### src/rtl/adapter_fifo_sched_if.sv
// Handshake bundle for adapter_fifo_sched: two requesters, the attached FIFO port and the
// burst output stream. The slave modport is the adapter's view; master is the environment's.
interface adapter_fifo_sched_if #(
  parameter int unsigned DATA_WIDTH = 8
);
  logic                  req0_valid;
  logic [DATA_WIDTH-1:0] req0_data;
  logic                  req0_ready;
  logic                  req1_valid;
  logic [DATA_WIDTH-1:0] req1_data;
  logic                  req1_ready;

  logic                  fifo_wr;
  logic [DATA_WIDTH-1:0] fifo_w_data;
  logic                  fifo_rd;
  logic [DATA_WIDTH-1:0] fifo_r_data;
  logic                  fifo_full;
  logic                  fifo_empty;

  logic                  out_valid;
  logic                  out_ready;
  logic [DATA_WIDTH-1:0] out_data;
  logic                  out_sof;
  logic                  out_eof;

  modport slave (
    input  req0_valid, req0_data, req1_valid, req1_data,
    input  fifo_r_data, fifo_full, fifo_empty, out_ready,
    output req0_ready, req1_ready, fifo_wr, fifo_w_data, fifo_rd,
    output out_valid, out_data, out_sof, out_eof
  );

  modport master (
    output req0_valid, req0_data, req1_valid, req1_data,
    output fifo_r_data, fifo_full, fifo_empty, out_ready,
    input  req0_ready, req1_ready, fifo_wr, fifo_w_data, fifo_rd,
    input  out_valid, out_data, out_sof, out_eof
  );
endinterface

### src/rtl/adapter_fifo_sched.sv
// Round-robin write arbiter into an external FWFT FIFO plus a burst read scheduler.
// Define ADAPTER_SCHED_HWM_EN to add the level_hwm high-water-mark output.
module adapter_fifo_sched #(
  parameter int unsigned DATA_WIDTH = 8,
  parameter int unsigned ADDR_WIDTH = 4,
  parameter int unsigned BURST_LEN  = 8
) (
  input  logic                clk,
  input  logic                rst,
  input  logic                sched_en,
  output logic [ADDR_WIDTH:0] level,
`ifdef ADAPTER_SCHED_HWM_EN
  output logic [ADDR_WIDTH:0] level_hwm,
`endif
  adapter_fifo_sched_if.slave bus
);
  localparam int unsigned DEPTH = 2 ** ADDR_WIDTH;
  localparam int unsigned CW    = ADDR_WIDTH + 1;
  localparam logic [CW-1:0] DepthC    = CW'(DEPTH);
  localparam logic [CW-1:0] BurstC    = CW'(BURST_LEN);
  localparam logic [CW-1:0] LastBeatC = CW'(BURST_LEN - 1);

  typedef enum logic [0:0] {StIdle, StBurst} state_e;

  state_e        state_q, state_d;
  logic [CW-1:0] level_q, level_d;
  logic [CW-1:0] beat_q, beat_d;
  logic          last_q, last_d;  // 1: req1 was granted most recently
  logic          can_wr, grant1, wr, rd, valid;

  // Write arbiter: combinational grant, the requester not granted last wins a contest.
  always_comb begin
    can_wr = (level_q < DepthC) && !bus.fifo_full;
    grant1 = bus.req1_valid && (!bus.req0_valid || !last_q);
    bus.req0_ready  = can_wr && bus.req0_valid && !grant1;
    bus.req1_ready  = can_wr && grant1;
    wr              = bus.req0_ready || bus.req1_ready;
    bus.fifo_wr     = wr;
    bus.fifo_w_data = grant1 ? bus.req1_data : bus.req0_data;
    last_d          = wr ? grant1 : last_q;
  end

  // Output stream; the empty/level guards keep the FIFO read pointer safe even if the
  // external FIFO and the local count ever disagree.
  always_comb begin
    valid         = (state_q == StBurst) && !bus.fifo_empty && (level_q != '0);
    rd            = valid && bus.out_ready;
    bus.out_valid = valid;
    bus.out_data  = bus.fifo_r_data;
    bus.fifo_rd   = rd;
    bus.out_sof   = valid && (beat_q == '0);
    bus.out_eof   = valid && (beat_q == LastBeatC);
  end

  always_comb begin
    state_d = state_q;
    beat_d  = beat_q;
    unique case (state_q)
      StIdle: begin
        if (sched_en && (level_q >= BurstC)) begin
          state_d = StBurst;
          beat_d  = '0;
        end
      end
      StBurst: begin
        if (rd) begin
          if (beat_q == LastBeatC) begin
            state_d = StIdle;
            beat_d  = '0;
          end else begin
            beat_d = beat_q + CW'(1);
          end
        end
      end
      default: begin
        state_d = StIdle;
        beat_d  = '0;
      end
    endcase
  end

  always_comb begin
    level_d = level_q;
    unique case ({wr, rd})
      2'b10:   level_d = level_q + CW'(1);
      2'b01:   level_d = level_q - CW'(1);
      default: level_d = level_q;
    endcase
  end

  always_ff @(posedge clk) begin
    if (rst) begin
      state_q <= StIdle;
      beat_q  <= '0;
      level_q <= '0;
      last_q  <= 1'b1;
    end else begin
      state_q <= state_d;
      beat_q  <= beat_d;
      level_q <= level_d;
      last_q  <= last_d;
    end
  end

  assign level = level_q;

`ifdef ADAPTER_SCHED_HWM_EN
  logic [CW-1:0] hwm_q;

  always_ff @(posedge clk) begin
    if (rst) begin
      hwm_q <= '0;
    end else if (level_q > hwm_q) begin
      hwm_q <= level_q;
    end
  end

  assign level_hwm = hwm_q;
`endif
endmodule
### src/flat_wrapper.sv
// flat-port wrapper written by rule: the top's interface ports become plain ports
module adapter_fifo_sched_flat 
#(
  parameter int unsigned DATA_WIDTH = 8,
  parameter int unsigned ADDR_WIDTH = 4,
  parameter int unsigned BURST_LEN  = 8
)
  (clk, rst, sched_en, level, bus_req0_valid, bus_req0_data, bus_req1_valid, bus_req1_data, bus_fifo_r_data, bus_fifo_full, bus_fifo_empty, bus_out_ready, bus_req0_ready, bus_req1_ready, bus_fifo_wr, bus_fifo_w_data, bus_fifo_rd, bus_out_valid, bus_out_data, bus_out_sof, bus_out_eof);
  adapter_fifo_sched_if #(.DATA_WIDTH(DATA_WIDTH)) bus_i ();
  input  logic clk;
  input  logic rst;
  input  logic sched_en;
  output logic [ADDR_WIDTH:0] level;
  input wire logic [$bits(bus_i.req0_valid)-1:0] bus_req0_valid;
  input wire logic [$bits(bus_i.req0_data)-1:0] bus_req0_data;
  input wire logic [$bits(bus_i.req1_valid)-1:0] bus_req1_valid;
  input wire logic [$bits(bus_i.req1_data)-1:0] bus_req1_data;
  input wire logic [$bits(bus_i.fifo_r_data)-1:0] bus_fifo_r_data;
  input wire logic [$bits(bus_i.fifo_full)-1:0] bus_fifo_full;
  input wire logic [$bits(bus_i.fifo_empty)-1:0] bus_fifo_empty;
  input wire logic [$bits(bus_i.out_ready)-1:0] bus_out_ready;
  output wire logic [$bits(bus_i.req0_ready)-1:0] bus_req0_ready;
  output wire logic [$bits(bus_i.req1_ready)-1:0] bus_req1_ready;
  output wire logic [$bits(bus_i.fifo_wr)-1:0] bus_fifo_wr;
  output wire logic [$bits(bus_i.fifo_w_data)-1:0] bus_fifo_w_data;
  output wire logic [$bits(bus_i.fifo_rd)-1:0] bus_fifo_rd;
  output wire logic [$bits(bus_i.out_valid)-1:0] bus_out_valid;
  output wire logic [$bits(bus_i.out_data)-1:0] bus_out_data;
  output wire logic [$bits(bus_i.out_sof)-1:0] bus_out_sof;
  output wire logic [$bits(bus_i.out_eof)-1:0] bus_out_eof;
  assign bus_i.req0_valid = bus_req0_valid;
  assign bus_i.req0_data = bus_req0_data;
  assign bus_i.req1_valid = bus_req1_valid;
  assign bus_i.req1_data = bus_req1_data;
  assign bus_i.fifo_r_data = bus_fifo_r_data;
  assign bus_i.fifo_full = bus_fifo_full;
  assign bus_i.fifo_empty = bus_fifo_empty;
  assign bus_i.out_ready = bus_out_ready;
  assign bus_req0_ready = bus_i.req0_ready;
  assign bus_req1_ready = bus_i.req1_ready;
  assign bus_fifo_wr = bus_i.fifo_wr;
  assign bus_fifo_w_data = bus_i.fifo_w_data;
  assign bus_fifo_rd = bus_i.fifo_rd;
  assign bus_out_valid = bus_i.out_valid;
  assign bus_out_data = bus_i.out_data;
  assign bus_out_sof = bus_i.out_sof;
  assign bus_out_eof = bus_i.out_eof;
  adapter_fifo_sched #(.DATA_WIDTH(DATA_WIDTH), .ADDR_WIDTH(ADDR_WIDTH), .BURST_LEN(BURST_LEN)) u_core (.clk(clk), .rst(rst), .sched_en(sched_en), .level(level), .bus(bus_i));
endmodule
### config.mk
export PLATFORM = sky130hd
export DESIGN_NAME = adapter_fifo_sched_flat
export DESIGN_NICKNAME = d
export VERILOG_FILES = /design/src/rtl/adapter_fifo_sched_if.sv /design/src/rtl/adapter_fifo_sched.sv /design/src/flat_wrapper.sv
export SDC_FILE = /design/constraint.sdc
export NUM_CORES = 1
export LEC_CHECK = 0
export CAP_MARGIN = 20
export CORE_UTILIZATION = 38
export DETAILED_ROUTE_END_ITERATION = 8
export MAX_ROUTING_LAYER = met4
export PLACE_DENSITY = 0.8
export SLEW_MARGIN = 20
export SYNTH_ARGS = -nofsm -noshare
export SYNTH_HDL_FRONTEND = slang
export SYNTH_SLANG_ARGS = --single-unit
export TNS_END_PERCENT = 5
### constraint.sdc
create_clock -name clk -period 4.2 [get_ports clk]
set_clock_uncertainty 0.15 [all_clocks]
set_input_delay 1.26 -clock clk [delete_from_list [all_inputs] [get_ports clk]]
set_output_delay 1.26 -clock clk [all_outputs]
set_load 0.03 [all_outputs]
==> flow_metrics.py <==
metrics = {
    "status": {
        "status": "complete, no violations",
    },
    "drt": {
        "via_per_inst": 5.68,
        "drt_iter0_drc": 24,
        "wl_mm": 2.63,
        "postRouteAntennaNets": 0,
        "via_count": 1097,
        "route.detailed.drc": 0,
        "wl_per_cell_um": 13.6,
        "dr.pass1.iters": 4,
    },
    "worst_setup_path": {
        "critical_path.slowest_cell": "clkdlybuf4s50_1",
        "crit_path_max_incr_delay_ps": 470,
        "arrival_ps": 2720,
        "cp-startpoint": "bus_req1_valid",
        "path_max_fanout": 5,
        "crit_required_ps": 2790,
        "reg2reg_from": "u_core.level[1]$_SDFFE_PP0P_",
        "cp_cell_sequence": "clkdlybuf4s50_1, a21boi_2, buf_4, mux2_2, clkdlybuf4s15_1",
        "path_class": "in2out",
        "end_kind": "output pin",
        "start_kind": "primary input",
    },
    "clock_tree": {
        "cts.clk_slew.worst_paths_ps": 80,
        "htree_levels": 1,
        "cts_buffers": 3,
        "postCtsSetupBuffers": 0,
        "insertion_delay_ps": 270,
        "cts_buffer_depth": 2,
        "post_cts_hold_buffer_count": 0,
        "cts_tree": "built",
        "cts-root-buf": "clkbuf_4",
        "cts_resized": 8,
        "cts.sinks": 12,
    },
    "logic_synthesis": {
        "syn_area_mm2": 0.00104,
        "synth_ff_type": "dfxtp_1",
        "yosysSeqAreaShare_pct": 23.0,
        "synth_cell_types": 44,
        "netlist_instances": 123,
        "syn_area_per_cell_um2": 8.47,
        "synth_seq_cells": 12,
        "ys_async_sr_fraction_pct": 0,
        "synth-edff-count": 0,
        "syn_nets": 161,
        "yosys_warnings": 0,
    },
    "sta": {
        "period_share_pct": 98.4,
        "max_freq_mhz": 242,
        "hold_viol": 0,
        "tns_ps": 0,
        "rsz0062_at_grt": "no",
        "slew_viol_final": 0,
        "worst_pin_slew_ps": 631,
        "fin_crit_ps": 4130,
        "setup_viol": 0,
        "relSlewSlack_pct": 57.8,
    },
    "pwr": {
        "finalPower_w": 0.000505,
        "power.leakage_nw": 0.582,
        "max-vdd-ir-drop_mv": 0.233,
        "p_int_w": 0.000296,
        "seq_power_share_pct": 31.8,
        "combPwrFrac_pct": 49.6,
        "switchingPower_w": 0.000209,
        "p_per_area_mw_per_mm2": 348,
        "clockPowerShare_pct": 18.7,
        "switching_share_pct": 41.3,
    },
    "global_routing": {
        "antenna_found_initial": 0,
        "grt_overflow_total": 0,
        "grt_pass1_vias": 1007,
        "grt_max_degree": 19,
        "grtUsageTotal_pct": 19.5,
        "grt_pass1_wl_mm": 4.04,
    },
    "floorplanning": {
        "dieArea_mm2": 0.00296,
        "io_pins": 60,
        "row_count": 18,
        "fp.dieH_um": 54.4,
        "core_area_mm2": 0.00254,
        "initial_utilization_pct": 41.0,
        "die_x_um": 54.4,
    },
    "finish": {
        "fin_nets": 202,
        "antenna_cells": 0,
        "num-fill-cells": 229,
        "drive_above_1_share_pct": 19.0,
        "area_growth_syn_to_layout_pct": 39.4,
        "seqCellArea_um2": 240,
        "final_common_cell": "clkdlybuf4s50_1",
        "layout_common_cells": "clkdlybuf4s50_1 (30), dfxtp_1 (12), buf_4 (11)",
        "multi_input_area_um2": 653,
    },
    "hold_path": {
        "holdCritPathClass": "reg2reg",
        "worstHoldStart": "u_core.beat_q[1]$_SDFFE_PP0P_",
    },
    "placed_design": {
        "portBuffers": 43,
        "place.detailed.hpwl_mm": 2.04,
        "globalplace.congestion": 0.779,
    },
    "job": {
        "maxCapViolations": 0,
    },
}
-- cell usage after synthesis, types with 2 or more instances --
cell type  count  area (um2)
nor2_1         8        30.0
nand2_1        5        18.8
dfxtp_1       12         240
nand2b_1       3        18.8
buf_4          8        60.1
inv_1         10        37.5
buf_6          3        33.8
nand3_1       10        50.1
a21oi_1        5        25.0
o211ai_1       2        15.0
xor2_1         2        17.5
ha_1           6        75.1
o21ai_0        4        20.0
nor3b_1        3        22.5
mux2_2         8        90.1
a31oi_1        3        18.8
or4_1          3        22.5
a221oi_1       2        17.5
-- per-stage QoR --
step | setup slack, ps | util (%) | instances | instance area, um2 | hold WS [ps]
after floorplan | 363 | - | 123 | 1040 | 325
after global placement | -176 | 56.2 | 189 | 1430 | 341
after detailed placement | -188 | 56.2 | 189 | 1430 | 371
after CTS | 45.1 | 57.3 | 193 | 1460 | 383
after global routing | 4.90 | 57.1 | 193 | 1450 | 405
final | 66.2 | 57.1 | 193 | 1450 | 390
-- worst paths after layout --
kind	end	slack, ps	depth (start not counted)
min reg2reg	u_core.beat_q[1]$_SDFFE_PP0P_	390	2
max reg2reg	u_core.level[4]$_SDFFE_PP0P_	960	10
min	u_core.beat_q[1]$_SDFFE_PP0P_	390	2
max	bus_fifo_w_data[4]	70	5
-- cell families (layout without fill, tap and decap cells) --
group           after synthesis  after routing  share of synthesized area, %
mux                           9              9                          9.60
xor+xnor                      3              3                          2.52
compound gates               26             26                          18.5
fa+ha+maj                     6              6                          7.20
buf+inv                      23             63                          14.3
simple gates                 44             44                          24.9
flops                        12             12                          23.0
-- registers in the layout, summed over array words and instances (netlist names) --
name / cells
u_core.beat_q: 5
u_core.last_q: 1
u_core.level: 5
u_core.state_q: 1
-- power groups by stage --
stage | clock, W | combinational [W] | sequential [W]
finish | 0.0000942 | 0.000250 | 0.000160
global route | 0.000102 | 0.000270 | 0.000165
CTS | 0.0000971 | 0.000251 | 0.000160
detailed placement | 0 | 0.000256 | 0.000162
global placement | 0 | 0.000249 | 0.000162
floorplan | 0 | 0.000157 | 0.000176
-- cell type report --
cell class                 count  area share (%)
tap                           30            2.58
multi-input combinational     88            45.0
clock buffer                   4            2.50
inverter                      10            2.58
timing repair buffer          49            30.8
sequential                    12            16.5
-- metal layers --
layer  vias to the layer above  part of all wire [%]  GRT usage, %
met1                       502                    41          20.7
met5                         -                     0             -
met3                         6                   8.1          2.22
met2                        58                    50          35.6
met4                         0                   1.3          9.40
li1                        531                     -             -
-- critical path: cells and delay by family --
kind	cells	cell delay, ps
buffers and inverters	3	960
muxes	1	330
AOI/OAI and AO/OA	1	170
No activity file was read; power rests on OpenSTA's default activity.
